File: config.mk
export PLATFORM = sky130hd
export DESIGN_NAME = mux_sel_scheduler
export DESIGN_NICKNAME = d
export VERILOG_FILES = /design/src/rtl/mopshub_sched_pkg.sv /design/src/rtl/mux_sel_scheduler_rr_pick.sv /design/src/rtl/mux_sel_scheduler.sv
export SDC_FILE = /design/constraint.sdc
export NUM_CORES = 1
export LEC_CHECK = 0
export ABC_AREA = 1
export BUFFER_PORTS_ARGS = -buffer_cell sky130_fd_sc_hd__buf_2
export CAP_MARGIN = 10
export CORE_MARGIN = 2
export CORE_UTILIZATION = 50
export CTS_BUF_LIST = sky130_fd_sc_hd__clkbuf_4 sky130_fd_sc_hd__clkbuf_8
export DETAILED_ROUTE_END_ITERATION = 16
export PLACE_DENSITY = 0.8
export REMOVE_ABC_BUFFERS = 1
export SLEW_MARGIN = 5
export SYNTH_ARGS = -nofsm -noshare
export SYNTH_HDL_FRONTEND = slang
export SYNTH_SLANG_ARGS = --single-unit
File: constraint.sdc
create_clock -name clk -period 4.55 [get_ports clk]
set_input_delay 0.455 -clock clk [delete_from_list [all_inputs] [get_ports clk]]
set_output_delay 0.455 -clock clk [all_outputs]
set_load 0.02 [all_outputs]
File: src/rtl/mopshub_sched_pkg.sv
// Shared defaults and FSM encoding for the 15:1 mux channel scheduler.
package mopshub_sched_pkg;

  localparam int N_CH_DEF    = 15;
  localparam int SEL_W_DEF   = 8;
  localparam int TIMEOUT_DEF = 255;

  typedef enum logic [1:0] {
    ST_IDLE   = 2'd0,
    ST_SELECT = 2'd1,
    ST_WAIT   = 2'd2
  } state_t;

endpackage

File: src/rtl/mux_sel_scheduler_rr_pick.sv
// Combinational round-robin search: first set bit at or after ptr, wrapping at N_CH.
module rr_pick #(
  parameter int N_CH  = 15,
  parameter int SEL_W = 8
) (
  input  logic [N_CH-1:0]  req_vec,
  input  logic [SEL_W-1:0] ptr,
  output logic             found,
  output logic [SEL_W-1:0] index
);

  int j;

  // Scan from the far end back toward ptr so the nearest candidate wins.
  always_comb begin
    found = 1'b0;
    index = '0;
    j     = 0;
    for (int k = N_CH - 1; k >= 0; k--) begin
      j = int'(ptr) + k;
      if (j >= N_CH) j = j - N_CH;
      if (req_vec[j]) begin
        found = 1'b1;
        index = SEL_W'(j);
      end
    end
  end

endmodule

File: src/rtl/mux_sel_scheduler.sv
// Round-robin scheduler driving the select code and load strobe of a 15:1 8-bit mux.
module mux_sel_scheduler
  import mopshub_sched_pkg::*;
#(
  parameter int N_CH    = N_CH_DEF,
  parameter int SEL_W   = SEL_W_DEF,
  parameter int TIMEOUT = TIMEOUT_DEF
) (
  input  logic             clk,
  input  logic             rst,
  input  logic [N_CH-1:0]  req,
  input  logic [N_CH-1:0]  ch_en,
  input  logic             done,
  output logic [SEL_W-1:0] sel,
  output logic             en_sel,
  output logic [N_CH-1:0]  grant,
  output logic             busy,
  output logic             timeout_err
);

  state_t           state_q, state_d;
  logic [SEL_W-1:0] ptr_q, ptr_d;
  logic [7:0]       cnt_q, cnt_d;
  logic [SEL_W-1:0] sel_d;
  logic [N_CH-1:0]  grant_d;
  logic             en_sel_d, busy_d, timeout_err_d;
  logic             pick_found;
  logic [SEL_W-1:0] pick_idx;

  function automatic logic [SEL_W-1:0] wrap_inc(input logic [SEL_W-1:0] i);
    if (i == SEL_W'(N_CH - 1)) return '0;
    return i + SEL_W'(1);
  endfunction

  rr_pick #(.N_CH(N_CH), .SEL_W(SEL_W)) u_rr_pick (
    .req_vec (req & ch_en),
    .ptr     (ptr_q),
    .found   (pick_found),
    .index   (pick_idx)
  );

  // sel doubles as the winner register; it is only rewritten on a new grant.
  always_comb begin
    state_d       = state_q;
    ptr_d         = ptr_q;
    cnt_d         = cnt_q;
    sel_d         = sel;
    grant_d       = grant;
    en_sel_d      = 1'b0;
    busy_d        = busy;
    timeout_err_d = 1'b0;
    case (state_q)
      ST_IDLE: begin
        grant_d = '0;
        busy_d  = 1'b0;
        if (pick_found) begin
          state_d  = ST_SELECT;
          sel_d    = pick_idx;
          grant_d  = {{(N_CH-1){1'b0}}, 1'b1} << pick_idx;
          en_sel_d = 1'b1;
          busy_d   = 1'b1;
          cnt_d    = '0;
        end
      end
      ST_SELECT: begin
        state_d = ST_WAIT;
        cnt_d   = '0;
      end
      ST_WAIT: begin
        if (done || (cnt_q == 8'(TIMEOUT - 1))) begin
          state_d       = ST_IDLE;
          grant_d       = '0;
          busy_d        = 1'b0;
          cnt_d         = '0;
          ptr_d         = wrap_inc(sel);
          timeout_err_d = ~done;
        end else begin
          cnt_d = cnt_q + 8'd1;
        end
      end
      default: begin
        state_d = ST_IDLE;
        grant_d = '0;
        busy_d  = 1'b0;
      end
    endcase
  end

  always_ff @(posedge clk) begin
    if (rst) begin
      state_q     <= ST_IDLE;
      ptr_q       <= '0;
      cnt_q       <= '0;
      sel         <= '0;
      grant       <= '0;
      en_sel      <= 1'b0;
      busy        <= 1'b0;
      timeout_err <= 1'b0;
    end else begin
      state_q     <= state_d;
      ptr_q       <= ptr_d;
      cnt_q       <= cnt_d;
      sel         <= sel_d;
      grant       <= grant_d;
      en_sel      <= en_sel_d;
      busy        <= busy_d;
      timeout_err <= timeout_err_d;
    end
  end

endmodule

==> flow_summary.html <==
<table>
<tr><th>Metric</th><th>Value</th></tr>
<tr><th colspan="2">Status</th></tr>
<tr><td>Outcome</td><td>finished clean</td></tr>
<tr><th colspan="2">Synthesis</th></tr>
<tr><td>Share of flip-flops with an asynchronous set or reset after synthesis</td><td>0%</td></tr>
<tr><td>Library cell with the largest summed area after synthesis</td><td>sky130_fd_sc_hd__nand2_1</td></tr>
<tr><td>Number of enable flip-flop cells after synthesis</td><td>0</td></tr>
<tr><td>Cell types with the largest area share after synthesis</td><td>sky130_fd_sc_hd__nand2_1 (23%), sky130_fd_sc_hd__nand3_1 (10%), sky130_fd_sc_hd__dfxtp_1 (8.8%), sky130_fd_sc_hd__inv_1 (7.9%), sky130_fd_sc_hd__o21ai_0 (7.8%)</td></tr>
<tr><td>Cells after Synth</td><td>1840</td></tr>
<tr><td>Synth cell types</td><td>58</td></tr>
<tr><td>Mapped Avg Cell Area</td><td>between 5 and 6 µm²</td></tr>
<tr><td>Count of synthesis-stage warnings from yosys</td><td>0</td></tr>
<tr><td>Leading cell types by count after synthesis</td><td>sky130_fd_sc_hd__nand2_1 (601), sky130_fd_sc_hd__inv_1 (209), sky130_fd_sc_hd__nand3_1 (201)</td></tr>
<tr><td>Top-area cell type share of the netlist area</td><td>~23%</td></tr>
<tr><td>Prevailing post-synth register cell</td><td>sky130_fd_sc_hd__dfxtp_1</td></tr>
<tr><td>Synthesized flop and latch total</td><td>44</td></tr>
<tr><td>Mapped Area</td><td>9970 µm²</td></tr>
<tr><td>Most numerous cell in the Yosys netlist</td><td>sky130_fd_sc_hd__nand2_1</td></tr>
<tr><td>Post-synthesis sequential area ratio</td><td>~8.8%</td></tr>
<tr><th colspan="2">Clock network</th></tr>
<tr><td>Cell at the root of the clock tree</td><td>sky130_fd_sc_hd__clkbuf_8</td></tr>
<tr><td>CTS tree</td><td>yes</td></tr>
<tr><td>Clock tree sinks</td><td>44</td></tr>
<tr><td>Total CTS buffers</td><td>5</td></tr>
<tr><td>H-tree Lvls</td><td>2</td></tr>
<tr><td>Longest Clk Path Bufs</td><td>2</td></tr>
<tr><td>Latest clock arrival within the worst-skew pair</td><td>just over 300 ps</td></tr>
<tr><td>Clock edge transition at the registers on the reported setup and hold paths</td><td>around 90 ps</td></tr>
<tr><th colspan="2">Placement</th></tr>
<tr><td>GP Congestion</td><td>roughly 1.1</td></tr>
<tr><td>Port Buffers</td><td>just under 60</td></tr>
<tr><td>Cells after DPL</td><td>around 2200</td></tr>
<tr><td>DP Wirelength</td><td>about 31000 µm</td></tr>
<tr><td>Placement-stage worst setup slack</td><td>-58.6 ps</td></tr>
<tr><th colspan="2">Drt</th></tr>
<tr><td>Total number of vias</td><td>about 13000</td></tr>
<tr><td>First-pass iteration count of the detailed router</td><td>6</td></tr>
<tr><td>Antenna-violating nets left</td><td>0</td></tr>
<tr><td>Routed Wire Length</td><td>39700 µm</td></tr>
<tr><td>Number of design rule violations left after detail routing</td><td>0</td></tr>
<tr><td>Initial drt markers</td><td>between 1500 and 2000</td></tr>
<tr><td>Routed via count divided by cell count</td><td>between 5 and 6</td></tr>
<tr><td>DR WL/cell</td><td>around 18 µm</td></tr>
<tr><th colspan="2">Worst hold path</th></tr>
<tr><td>Worst Hold Launch</td><td>done</td></tr>
<tr><td>Endpoint of the worst hold path</td><td>timeout_err</td></tr>
<tr><td>Hold path depth</td><td>2</td></tr>
<tr><td>Worst hold-check path type</td><td>in -&gt; reg</td></tr>
<tr><th colspan="2">Timing</th></tr>
<tr><td>Final Skew</td><td>about 9 ps</td></tr>
<tr><td>Post-route clock period utilization</td><td>95.7%</td></tr>
<tr><td>Relative slew slack</td><td>54.6%</td></tr>
<tr><td>Count of pins over their slew limit</td><td>0</td></tr>
<tr><td>Minimum setup slack in the final design</td><td>a little under 200 ps</td></tr>
<tr><td>Tmin final</td><td>~4400 ps</td></tr>
<tr><td>Count of endpoints failing hold in the final timing report</td><td>0</td></tr>
<tr><td>Tightest Pin Transition</td><td>675 ps</td></tr>
<tr><td>Final setup violation count</td><td>0</td></tr>
<tr><td>Maximum achievable frequency</td><td>around 230 MHz</td></tr>
<tr><td>Hold_ws</td><td>about 340 ps</td></tr>
<tr><td>Fin Setup TNS</td><td>0 ps</td></tr>
<tr><th colspan="2">Worst setup path</th></tr>
<tr><td>Highest net fanout along the worst path</td><td>12</td></tr>
<tr><td>Startpoint of the worst register-to-register path</td><td>ptr_q[3]</td></tr>
<tr><td>Register-to-register setup slack</td><td>about 190 ps</td></tr>
<tr><td>Arrival time worst endpoint</td><td>4550 ps</td></tr>
<tr><td>Worst flop-to-flop path endpoint</td><td>sel[6]</td></tr>
<tr><td>Data required, critical path</td><td>between 4000 and 5000 ps</td></tr>
<tr><td>Critical Setup Path Class</td><td>reg -&gt; reg</td></tr>
<tr><td>Worst R2R Path Depth</td><td>21</td></tr>
<tr><td>Critical Path End Type</td><td>flip-flop</td></tr>
<tr><td>Critical Path Start Type</td><td>flip-flop</td></tr>
<tr><th colspan="2">Floorplan</th></tr>
<tr><td>Vertical die dimension</td><td>between 100 and 150 µm</td></tr>
<tr><td>Horizontal extent of the die</td><td>145 µm</td></tr>
<tr><td>Area of the die</td><td>21100 µm²</td></tr>
<tr><td>Core Area</td><td>just under 20000 µm²</td></tr>
<tr><td>Row cnt</td><td>a little over 50</td></tr>
<tr><td>Effective utilization at floorplan</td><td>between 50% and 60%</td></tr>
<tr><td>Count of pins on the block boundary</td><td>about 60</td></tr>
<tr><th colspan="2">Power and ir drop</th></tr>
<tr><td>Overall power after layout</td><td>about 3.9 mW</td></tr>
<tr><td>Lkg Pwr</td><td>6.18 nW</td></tr>
<tr><td>Power per unit of standard cell area</td><td>roughly 330 nW/µm²</td></tr>
<tr><td>Peak VDD IR</td><td>roughly 0.21 mV</td></tr>
<tr><th colspan="2">GRT</th></tr>
<tr><td>Wire length of the first global-routing pass</td><td>between 60000 and 70000 µm</td></tr>
<tr><td>Number of global-route vias before repair</td><td>roughly 12000</td></tr>
<tr><td>Global router's overall resource usage</td><td>between 30% and 40%</td></tr>
<tr><td>Number of antenna violations at the first check in global routing</td><td>0</td></tr>
<tr><td>Maximum number of pins on one net before global-route repair</td><td>24</td></tr>
<tr><td>GRT overflow</td><td>0</td></tr>
<tr><th colspan="2">Layout</th></tr>
<tr><td>Count of placed standard cells in the final layout, fillers left out</td><td>roughly 2200</td></tr>
<tr><td>Area Overhead vs Synth</td><td>17.5%</td></tr>
<tr><td>Net count of the finished layout</td><td>between 2000 and 2500</td></tr>
<tr><td>Antenna Cells</td><td>0</td></tr>
<tr><td>Fraction of final layout cells sized beyond drive strength 1</td><td>between 20% and 30%</td></tr>
<tr><th colspan="2">Run</th></tr>
<tr><td>Max_cap viols</td><td>0</td></tr>
</table>
==> state kept, by name, indices dropped and copies added, names as in the netlist <==
name and flops:
busy 1, cnt_q 8, en_sel 1, grant 15
ptr_q 8, sel 8, state_q 2, timeout_err 1
==> cell families after synthesis <==
kind of cell	synth area share [%]
AOI/OAI and AO/OA	19.8
buffers and inverters	13.3
DFF	8.84
and+or+nand+nor	48.2
adders and majority gates	2.89
xor gates and xnor gates	6.97
==> critical path, cell delays in order (launching register included) <==
cell and delay (ps):
sky130_fd_sc_hd__dfxtp_4 380, sky130_fd_sc_hd__inv_2 120, sky130_fd_sc_hd__buf_4 250, sky130_fd_sc_hd__ha_1 300
sky130_fd_sc_hd__inv_1 140, sky130_fd_sc_hd__nand2_1 110, sky130_fd_sc_hd__nor2_4 170, sky130_fd_sc_hd__nand3_4 170
sky130_fd_sc_hd__o21ai_0 540, sky130_fd_sc_hd__inv_1 120, sky130_fd_sc_hd__nand3_1 120, sky130_fd_sc_hd__nand3_1 220
sky130_fd_sc_hd__nand2_4 210, sky130_fd_sc_hd__buf_4 140, sky130_fd_sc_hd__nand4_1 110, sky130_fd_sc_hd__nor2_1 170
sky130_fd_sc_hd__nand4_2 250, sky130_fd_sc_hd__nand2_1 250, sky130_fd_sc_hd__buf_4 210, sky130_fd_sc_hd__nor2_1 80
sky130_fd_sc_hd__nand2_1 100, sky130_fd_sc_hd__o31ai_1 70
==> cell usage in the layout (no fill, tap or decap), types with 26 or more instances in the layout <==
cell type / instances
sky130_fd_sc_hd__a21oi_1: 59
sky130_fd_sc_hd__buf_2: 58
sky130_fd_sc_hd__o21ai_2: 26
sky130_fd_sc_hd__o21ai_0: 148
sky130_fd_sc_hd__dfxtp_1: 37
sky130_fd_sc_hd__nand3_1: 193
sky130_fd_sc_hd__buf_4: 111
sky130_fd_sc_hd__xor2_1: 41
sky130_fd_sc_hd__o21ai_1: 53
sky130_fd_sc_hd__nor2_1: 100
sky130_fd_sc_hd__nand2_1: 591
sky130_fd_sc_hd__inv_1: 204
sky130_fd_sc_hd__nand2_2: 39
sky130_fd_sc_hd__inv_2: 42
==> metal layers <==
layer | wire length, µm | GRT usage [%] | vias to the layer above
met5 | 0 | 0 | -
met4 | 2500 | 20.0 | 0
met3 | 4380 | 4.62 | 183
met2 | 16900 | 54.2 | 856
met1 | 15900 | 48.0 | 5805
li1 | - | - | 6218
==> report_power, final <==
group          leakage [nW]  internal [mW]  switching [mW]
logic                  5.75           1.04            2.08
registers             0.362          0.422          0.0436
clock network        0.0645          0.194           0.139
==> layout make-up <==
type | count | area [µm²]
fill | 2001 | 7810
tap | 265 | 332
clock inverter | 1 | 30.0
timing repair buffer | 173 | 1180
inverter | 253 | 957
clock buffer | 7 | 96.3
multi-input combinational | 1495 | 8220
sequential | 44 | 897
==> worst max path at each step <==
stage | startpoint | to | slack, ps | cells past startpoint
after floorplan | ptr_q[0] | grant[12] | -410 | 28
after global placement | ptr_q[4] | grant[4] | -10 | 35
after detailed placement | ptr_q[4] | grant[2] | -60 | 35
after CTS | ptr_q[2] | grant[14] | 20 | 37
after global routing | ptr_q[2] | grant[2] | -80 | 36
final | ptr_q[3] | sel[6] | 190 | 21
==> stage by stage <==
stage | utilization [%] | instance area (µm²)
4_1_cts | 56.5 | 11000
3_5_place_dp | 55.8 | 10900
5_1_grt | 60.0 | 11700
3_3_place_gp | 55.8 | 10900
2_1_floorplan | - | 9600
6_report | 60.0 | 11700
==> timing repair <==
action | CTS | global route
setup buffers | 0 | 24
cloned | 0 | 4
endpoints found under the setup margin | 20 | 34
hold endpoints to repair | 0 | 0
gates resized for setup | 3 | 107
hold buffers | 0 | 0
pin swaps | 0 | 19
Power figures use the tool's default switching activity.
